$ cat src/rtl/cam_pkg.sv
// ============================================================================
//  Module   : cam_pkg
//  Purpose  : Shared types and constants for the camera test-pattern source:
//             FSM state encoding, pattern mode encoding and the RGB444
//             colour-bar table.
//  Ports    : none (package)
//  Revision : 1.0 - initial release
// ============================================================================
`default_nettype none

package cam_pkg;

  typedef enum logic [2:0] {
    ST_IDLE   = 3'd0,
    ST_VSYNC  = 3'd1,
    ST_VBP    = 3'd2,
    ST_ACTIVE = 3'd3,
    ST_VFP    = 3'd4
  } state_t;

  typedef enum logic [1:0] {
    MODE_BARS  = 2'd0,
    MODE_GRAD  = 2'd1,
    MODE_SOLID = 2'd2,
    MODE_CHECK = 2'd3
  } mode_t;

  // Width used for pixel coordinates handed to the colour generator.
  localparam int COORD_W = 16;

  // Bar colours, bar 0 in the least significant 12 bits.
  localparam logic [8*12-1:0] BAR_TABLE = {
    12'h000, 12'h00F, 12'hF00, 12'hF0F,
    12'h0F0, 12'h0FF, 12'hFF0, 12'hFFF
  };

  function automatic logic [11:0] bar_rgb(input logic [2:0] idx);
    return BAR_TABLE[idx*12 +: 12];
  endfunction

endpackage

`default_nettype wire

$ cat src/rtl/cam_pattern_pix.sv
// ============================================================================
//  Module   : cam_pattern_pix
//  Purpose  : Combinational RGB444 colour generator for one pixel position.
//  Ports    : x, y       - pixel coordinates (only y[3:0] affects any pattern)
//             mode       - pattern select (bars / gradient / solid / checker)
//             solid      - colour used in solid mode
//             frame_cnt  - frame parity, phases the checkerboard
//             rgb        - resulting 12-bit RGB444 colour
//  Revision : 1.0 - initial release
// ============================================================================
`default_nettype none

module cam_pattern_pix
  import cam_pkg::*;
#(
  parameter int IMG_W = 160
) (
  input  logic [COORD_W-1:0] x,
  input  logic [3:0]         y,
  input  mode_t              mode,
  input  logic [11:0]        solid,
  input  logic               frame_cnt,
  output logic [11:0]        rgb
);

  localparam int BAR_W = (IMG_W / 8 > 0) ? IMG_W / 8 : 1;

  logic [COORD_W-1:0] bar_idx;

  always_comb begin
    bar_idx = x / COORD_W'(BAR_W);
    rgb     = 12'h000;
    case (mode)
      // Clamp keeps the rightmost leftover columns on the last bar when
      // IMG_W is not a multiple of 8.
      MODE_BARS:  rgb = bar_rgb((bar_idx > COORD_W'(7)) ? 3'd7 : bar_idx[2:0]);
      MODE_GRAD:  rgb = {x[3:0], y[3:0], x[7:4]};
      MODE_SOLID: rgb = solid;
      MODE_CHECK: rgb = (x[3] ^ y[3] ^ frame_cnt) ? 12'hFFF : 12'h000;
      default:    rgb = 12'h000;
    endcase
  end

endmodule

`default_nettype wire

$ cat src/rtl/cam_pattern_gen.sv
// ============================================================================
//  Module   : cam_pattern_gen
//  Purpose  : Camera-side test-pattern source producing vsync/href framing and
//             a two-bytes-per-pixel RGB444 stream (byte0 = {0,R}, byte1 = {G,B}).
//  Ports    : CAM_pclk    - pixel clock, rising edge
//             rst         - synchronous active-high reset
//             en          - run request, sampled only at frame start
//             mode        - pattern select, latched at VSYNC entry
//             solid_rgb   - solid colour, latched at VSYNC entry
//             CAM_vsync   - frame sync (registered)
//             CAM_href    - line valid (registered)
//             CAM_px_data - pixel byte, 0 while href is low (registered)
//             frame_done  - one-cycle pulse on the last frame cycle
//  Revision : 1.0 - initial release
// ============================================================================
`default_nettype none

module cam_pattern_gen
  import cam_pkg::*;
#(
  parameter int IMG_W    = 160,
  parameter int IMG_H    = 120,
  parameter int HBLANK   = 16,
  parameter int VSYNC_LN = 3,
  parameter int VBP_LN   = 2,
  parameter int VFP_LN   = 2
) (
  input  logic        CAM_pclk,
  input  logic        rst,
  input  logic        en,
  input  logic [1:0]  mode,
  input  logic [11:0] solid_rgb,
  output logic        CAM_vsync,
  output logic        CAM_href,
  output logic [7:0]  CAM_px_data,
  output logic        frame_done
);

  localparam int LL     = 2 * IMG_W + HBLANK;
  localparam int CW_RAW = $clog2(LL);
  localparam int CW     = (CW_RAW < 2) ? 2 : CW_RAW;
  localparam int LN_A   = (IMG_H > VSYNC_LN) ? IMG_H : VSYNC_LN;
  localparam int LN_B   = (VBP_LN > VFP_LN) ? VBP_LN : VFP_LN;
  localparam int LN_MAX = (LN_A > LN_B) ? LN_A : LN_B;
  localparam int LW_RAW = $clog2(LN_MAX);
  localparam int LW     = (LW_RAW < 4) ? 4 : LW_RAW;

  state_t         state, state_n;
  logic [CW-1:0]  cyc, cyc_n;
  logic [LW-1:0]  line, line_n, last_line;
  logic           cyc_last;
  mode_t          mode_lat;
  logic [11:0]    solid_lat;
  logic           fcnt;

  logic           vs_d, hr_d, fd_d;
  logic [7:0]     px_d;
  logic [11:0]    rgb;

  // ---------------- state register (also holds counters and outputs) -------
  always_ff @(posedge CAM_pclk) begin
    if (rst) begin
      state       <= ST_IDLE;
      cyc         <= '0;
      line        <= '0;
      mode_lat    <= MODE_BARS;
      solid_lat   <= 12'h000;
      fcnt        <= 1'b0;
      CAM_vsync   <= 1'b0;
      CAM_href    <= 1'b0;
      CAM_px_data <= 8'h00;
      frame_done  <= 1'b0;
    end else begin
      state       <= state_n;
      cyc         <= cyc_n;
      line        <= line_n;
      CAM_vsync   <= vs_d;
      CAM_href    <= hr_d;
      CAM_px_data <= px_d;
      frame_done  <= fd_d;
      if (state_n == ST_VSYNC && state != ST_VSYNC) begin
        mode_lat  <= mode_t'(mode);
        solid_lat <= solid_rgb;
      end
      if (frame_done) fcnt <= ~fcnt;
    end
  end

  // ---------------- next-state logic ---------------------------------------
  always_comb begin
    last_line = '0;
    case (state)
      ST_VSYNC:  last_line = LW'(VSYNC_LN - 1);
      ST_VBP:    last_line = LW'(VBP_LN - 1);
      ST_ACTIVE: last_line = LW'(IMG_H - 1);
      ST_VFP:    last_line = LW'(VFP_LN - 1);
      default:   last_line = '0;
    endcase
  end

  always_comb begin
    state_n  = state;
    cyc_n    = cyc;
    line_n   = line;
    cyc_last = (cyc == CW'(LL - 1));
    if (state == ST_IDLE) begin
      cyc_n  = '0;
      line_n = '0;
      if (en) state_n = ST_VSYNC;
    end else begin
      cyc_n = cyc_last ? '0 : cyc + 1'b1;
      if (cyc_last) begin
        if (line == last_line) begin
          line_n = '0;
          case (state)
            ST_VSYNC:  state_n = ST_VBP;
            ST_VBP:    state_n = ST_ACTIVE;
            ST_ACTIVE: state_n = ST_VFP;
            ST_VFP:    state_n = en ? ST_VSYNC : ST_IDLE;
            default:   state_n = ST_IDLE;
          endcase
        end else begin
          line_n = line + 1'b1;
        end
      end
    end
  end

  // ---------------- output logic -------------------------------------------
  // Outputs are decoded from the next-cycle position and then registered, so
  // the registered outputs line up with the state they describe.
  cam_pattern_pix #(
    .IMG_W (IMG_W)
  ) u_pix (
    .x         (COORD_W'(cyc_n[CW-1:1])),
    .y         (line_n[3:0]),
    .mode      (mode_lat),
    .solid     (solid_lat),
    .frame_cnt (fcnt),
    .rgb       (rgb)
  );

  always_comb begin
    vs_d = (state_n == ST_VSYNC);
    hr_d = (state_n == ST_ACTIVE) && (cyc_n < CW'(2 * IMG_W));
    px_d = 8'h00;
    if (hr_d) px_d = cyc_n[0] ? rgb[7:0] : {4'h0, rgb[11:8]};
    fd_d = (state_n == ST_VFP) && (cyc_n == CW'(LL - 1)) &&
           (line_n == LW'(VFP_LN - 1));
  end

endmodule

`default_nettype wire

$ cat config.mk
export PLATFORM = sky130hd
export DESIGN_NAME = cam_pattern_gen
export DESIGN_NICKNAME = d
export VERILOG_FILES = /design/src/rtl/cam_pkg.sv /design/src/rtl/cam_pattern_pix.sv /design/src/rtl/cam_pattern_gen.sv
export SDC_FILE = /design/constraint.sdc
export NUM_CORES = 1
export LEC_CHECK = 0
export ABC_AREA = 1
export BUFFER_PORTS_ARGS = -buffer_cell sky130_fd_sc_hd__buf_2
export CORE_UTILIZATION = 45
export CTS_CLUSTER_SIZE = 40
export DETAILED_ROUTE_END_ITERATION = 7
export SETUP_SLACK_MARGIN = 0.02
export SYNTH_ARGS = -nofsm -noshare
export SYNTH_HDL_FRONTEND = slang
export SYNTH_SLANG_ARGS = --single-unit
export TNS_END_PERCENT = 100
$ cat constraint.sdc
create_clock -name CAM_pclk -period 5.6 [get_ports CAM_pclk]
set_input_delay 0 -clock CAM_pclk [delete_from_list [all_inputs] [get_ports CAM_pclk]]
set_output_delay 0 -clock CAM_pclk [all_outputs]
set_load 0.05 [all_outputs]
; After elaboration in Yosys (flattened, before gate mapping)
; Cells that the tools add are included.
[totals]
regBits = 45
latch_bits = 0
mem_bits_rw = 0
mem_bits_ro = 0
inputBits = 17
out_inout_bits = 11
word_cells = 63
memories = 0
[op_classes]
n_addsub = 2
multipliers = 1
div = 1
magnitude_cmp = 2
eq_ne = 15
n_shift = 1
muxes = 16
bitwise = 5
n_reduce_logical = 9
[ops]
columns = operator, count
row1 = $shiftx 96x8->12 const A, 1
row2 = $pmux 12 s4, 1
row3 = $mux 7, 3
row4 = $pmux 7 s3, 1
row5 = $eq 9x9->1 const B, 2
row6 = $mux 9, 2
row7 = $div 8x5->16 const B, 1
row8 = $gt 16x3->1 const B, 1
row9 = $mux 3, 5
row10 = $mux 12, 1
row11 = $pmux 3 s4, 1
row12 = $add 9x1->9 const B, 1
row13 = $eq 3x2->1 const B, 3
row14 = $lt 9x9->1 const B, 1
row15 = $add 7x1->7 const B, 1
row16 = $eq 7x1->1 const B, 1
row17 = $eq 7x7->1, 1
row18 = $eq 3x1->1 const B, 2
row19 = $eq 3x3->1 const B, 2
row20 = $mul 3x2->5 const B, 1
row21 = $eq 2x2->1 const B, 2
row22 = $logic_and 1x1->1, 4
row23 = $mux 4, 1
row24 = $reduce_or 2->1, 2
row25 = 8 further kinds, 11

; Logic depth before layout (Yosys ltp)
[logic_depth]
depth_word = 12
mapped_depth = 27
depth_no_buf = 27

; By module
; Synthesis repeated with hierarchy kept, for this count alone.
[unflattened]
hier_cells = 568
hier_area_um2 = 3492.1
[modules_own_cells]
columns = module, instances, cells_per_inst, area_per_inst_um2, seq_area_each_um2
row1 = cam_pattern_gen, 1, 319, 2193.4, 900.9
row2 = cam_pattern_pix, 1, 249, 1298.7, 0.0

; Least setup slack after synthesis
; Ideal clock, no wire load.
[synth_timing]
path_kind = reg-to-reg
from = register cyc[0]
to = register CAM_px_data[0]
setup_time_ns = 0.070
arrival_time_ns = 2.918
t_required_ns = 5.530
path_slack_ns = 2.612
stages_incl_launch_ff = 25
path_buffers = 0
period_less_slack_ns = 2.988
cell_sequence = dfxtp_1 ha_1 nand3_2 nor2_2 nand2_2 nand2_4 nor2_4 ha_1 inv_1 nand3_1 nand2_2 nand2_4 nand2_1 nand2_2 nor2_4 nand3_2 nand2_2 nand2_4 nor2_4 nand2_4 nand3b_1 nand4_1 nor2_2 nand3_2 a21oi_1
[synth_via]
elab_chain_len = 10
word_cells_on_any_way = 23
cone_classes = 1 x add/sub / 1 x mul / 1 x div / 2 x order compare / 2 x eq/ne / 1 x shift / 10 x mux / 3 x bitwise / 2 x reduce/logical
[synth_lines]
columns = element, line
row1 = from (decl), cam_pattern_gen.sv:49  ; logic [CW-1:0] cyc, cyc_n;
row2 = from (signal assigned), cam_pattern_gen.sv:75  ; cyc <= cyc_n;
row3 = $add 9x1->9 or $eq 9x9->1 (tied branches), "cam_pattern_gen.sv:111, cam_pattern_gen.sv:105"
row4 = $mux 9 (*), cam_pattern_gen.sv:111  ; cyc_n = cyc_last ? '0 : cyc + 1'b1;
row5 = $mux 9 (*), cam_pattern_gen.sv:106  ; if (state == ST_IDLE) begin
row6 = via cyc_n[6], cam_pattern_gen.sv:49
row7 = $div 8x5->16, cam_pattern_pix.sv:31  ; bar_idx = x / COORD_W'(BAR_W);
row8 = $gt 16x3->1, cam_pattern_pix.sv:36  ; MODE_BARS: rgb = bar_rgb((bar_idx > COORD_W'(7)) ? 3'd7 : bar_idx[2:0]);
row9 = $mux 3, cam_pattern_pix.sv:36
row10 = $mul 3x2->5, cam_pkg.sv:38  ; return BAR_TABLE[idx*12 +: 12];
row11 = $shiftx 96x8->12, cam_pkg.sv:38
row12 = $pmux 12 s4, cam_pattern_pix.sv:33  ; case (mode)
row13 = $mux 4, cam_pattern_gen.sv:147  ; if (hr_d) px_d = cyc_n[0] ? rgb[7:0] : {4'h0, rgb[11:8]};
row14 = to (signal assigned), cam_pattern_gen.sv:79  ; CAM_px_data <= px_d;
row15 = to (decl), cam_pattern_gen.sv:35  ; output logic [7:0] CAM_px_data,
; The timed path passes the listed nets; every way through them passes the cells marked *.
; A chain may end at the register's enable or synchronous reset.

; Worst setup path in the final report
[layout_timing]
from = register cyc[0]
to = register CAM_px_data[1]
; Same word-level chain as after synthesis.

==> metrics <==
status=complete, no violations; 1st-pass router iterations=4; CP Capture Type=flop; die area=6391 um^2; power density over the cells=225.1 nW/um^2; sequential-to-total area share from yosys stat=32.95%; clock slew at reported path FFs=0.09 ns; vias per inst=5.089; row cnt=28; Synth cell types=36; worst endpoint required time=5.83 ns; Place WS=2.201 ns; synthesized flop and latch total=45; clk buf depth=2; largest net degree at the start of global routing=29; Routed wire per std cell=12.87 um; Final Cycle Share=61.12%; cell internal pwr=0.5136 mW; Rel. slew slack=50.58%; crit path max fanout=9; Total Negative Setup Slacks=0 ns; crit path time final=3.423 ns; Hold WS=0.08697 ns; detailed-route via count=2626; Avg Cell Area, Syn=6.869 um^2; initial antenna violation count=0; Flop pwr share=48.7%; Total Wirelength=6643 um; post-DP HPWL=5026 um; critical path type=flop to flop; synthesized instance count=398; switching share of power=28.60%; vias in the first global route=2384; top post-synthesis cells by area=dfxtp_1, nand2_1, inv_1; worst-skew pair later-pin latency=0.30 ns; TritonCTS sink count=45; first-pass GRT wire length=11070 um; total track usage=22.16%; core footprint=5886 um^2; post-synth top area cell=dfxtp_1; Hold WC Path Type=primary input to flop; Initial Util=46.45%; post-placement cell count=495; Synth Warn #=0; Fin. Hold Viols=0; EDFF count, synth=0; clk root buf=clkbuf_8; Critical Path AT=3.65 ns; IR drop worst, VDD=0.1617 mV; FMAX=292.2 MHz; port bufs=27; Clock Skew=0.004444 ns; H-tree depth=2; CTS tree=built; leakage power total=1.449 nW; Inserted Clock Buffers=5; worst setup margin=2.177 ns; initial DRC count=166; # setup viols final=0; I/O Pins=28; Final ANT Viol Nets=0; die height=79.95 um; Synthesized Nets=419; ANT cells=0; Die X=79.95 um; top_reg_cell synth=dfxtp_1; Async SR Flop Fraction=0%; share of layout cells above drive strength 1=17.46%; Least-Margin Pin Slew=0.7335 ns; drt drc=0; total grt overflow=0; RSZ-0062 raised after global routing=no; Logic pwr share=16.9%; mapped cell area=2734 um^2; Layout Cells excl Fill=516; clock share of power=34.4%; Max Slew Vio Count=0; gpl congestion=0.8645; share of the synthesized area in the top cell type=32.95%; area delta synth->final=16.89%; FF-to-FF setup slack=2.18 ns; type of element launching the critical path=flop; Psw=0.2057 mW; nets=462; DP Area=2948 um^2; Post-CTS Setup Bufs=0; post-route cell area=3196 um^2; max-cap viol count=0
final cells by class:
| type | count | area (um^2) |
|---|---|---|
| inverter | 65 | 244.0 |
| fill | 590 | 2690 |
| multi-input combinational | 282 | 1567 |
| timing repair buffer | 42 | 282.8 |
| sequential | 45 | 900.9 |
| clock inverter | 2 | 38.79 |
| tap | 75 | 93.84 |
| clock buffer | 5 | 68.82 |
repair_timing:
action | in CTS | in global routing
gates resized for setup | 0 | 0
hold endpoints to repair | 14 | 0
hold buffers | 14 | 0
cell families (layout without fill, tap and decap cells):
| group | Yosys count | count (layout) | share of synthesized area [%] |
|---|---|---|---|
| DFF | 45 | 45 | 32.95 |
| AOI/OAI and AO/OA | 78 | 78 | 16.25 |
| xor gates and xnor gates | 6 | 6 | 1.922 |
| and+or+nand+nor | 193 | 193 | 36.80 |
| adders and majority gates | 4 | 4 | 1.831 |
| muxes | 1 | 1 | 0.5033 |
| buffers and inverters | 71 | 114 | 9.748 |
worst paths after layout:
kind,startpoint,to,cells after the start
setup / recovery,cyc[0],CAM_px_data[1],24
hold / removal,en,state[0],3
setup reg to reg,cyc[0],CAM_px_data[1],24
hold reg to reg,solid_lat[6],solid_lat[6],2
power by group through the flow:
stage          Clock (mW)  Sequential [mW]  Combinational (mW)
6_report            0.247            0.350               0.122
4_1_cts             0.254            0.350               0.122
3_5_place_dp            0            0.358               0.114
3_3_place_gp            0            0.358               0.114
5_1_grt             0.267            0.353               0.139
2_1_floorplan           0            0.359              0.0806
critical path, cell delays in order, from the launching register on:
cell and delay (ns):
dfxtp_1 0.43, ha_1 0.24, nand3_2 0.14, nor2_2 0.14, nand2_2 0.09, nand2_4 0.15, nor2_4 0.08, ha_1 0.20
inv_1 0.09, nand3_1 0.12, nand2_2 0.19, nand2_4 0.10, nand2_1 0.08, nand2_2 0.08, nor2_4 0.16, nand3_2 0.12
nand2_1 0.09, nand2_2 0.09, nor2_4 0.11, nand2_4 0.07, nand3b_1 0.11, nand4_1 0.11, nor2_2 0.11, nand3_2 0.11
a21oi_1 0.15
per-layer routing:
layer	GRT usage, %	wire [um]	vias to the layer above
met3	3.314	243	2
met1	30.10	3394	1166
li1	-	-	1402
met5	0	0	-
met2	36.67	2989	56
met4	5.179	15	0
stage by stage:
| stage | utilization, % | total power, mW |
|---|---|---|
| after floorplan | - | 0.4397 |
| final | 54.29 | 0.7193 |
| after global routing | 54.29 | 0.7592 |
| after CTS | 54.29 | 0.7258 |
| after detailed placement | 50.09 | 0.4720 |
| after global placement | 50.09 | 0.4715 |
synth_stat cells, drive strengths merged, types with 3 or more instances:
master	n
o21ai	24
ha	4
clkbuf	5
inv	65
nand3b	3
a31oi	4
o22ai	7
nand4	11
nor2	52
nand2	82
o211ai	4
xor2	5
nand3	30
dfxtp	45
a21oi	31
nor3	10
o221ai	4
registers in the layout (all words and copies together) (netlist names):
register,cells
cyc,9
solid_lat,12
CAM_px_data,8
CAM_href,1
line,7
frame_done,1
state,3
mode_lat,2
fcnt,1
CAM_vsync,1
placed cells by master, fill, tap and decap left out, types with 2 or more instances in the layout:
| cell | Yosys | routed |
|---|---|---|
| nand2_1 | 64 | 64 |
| inv_1 | 61 | 61 |
| dfxtp_1 | 45 | 45 |
| nor2_1 | 42 | 42 |
| a21oi_1 | 30 | 30 |
| buf_2 | 0 | 27 |
| o21ai_0 | 24 | 24 |
| nand3_1 | 23 | 23 |
| dlygate4sd3_1 | 0 | 14 |
| nand2_2 | 12 | 12 |
| nand4_1 | 10 | 10 |
| nor3_1 | 10 | 10 |
| nand3_2 | 7 | 7 |
| o22ai_1 | 7 | 7 |
| nand2_4 | 6 | 6 |
| nor2_4 | 5 | 5 |
| xor2_1 | 5 | 5 |
| clkbuf_8 | 0 | 5 |
| inv_2 | 4 | 4 |
| nor2_2 | 4 | 4 |
| o211ai_1 | 4 | 4 |
| a31oi_1 | 4 | 4 |
| o221ai_1 | 4 | 4 |
| ha_1 | 4 | 4 |
| nand3b_1 | 3 | 3 |
| and3_1 | 2 | 2 |
| nor4_1 | 2 | 2 |
(Power assumes the default switching activity.)
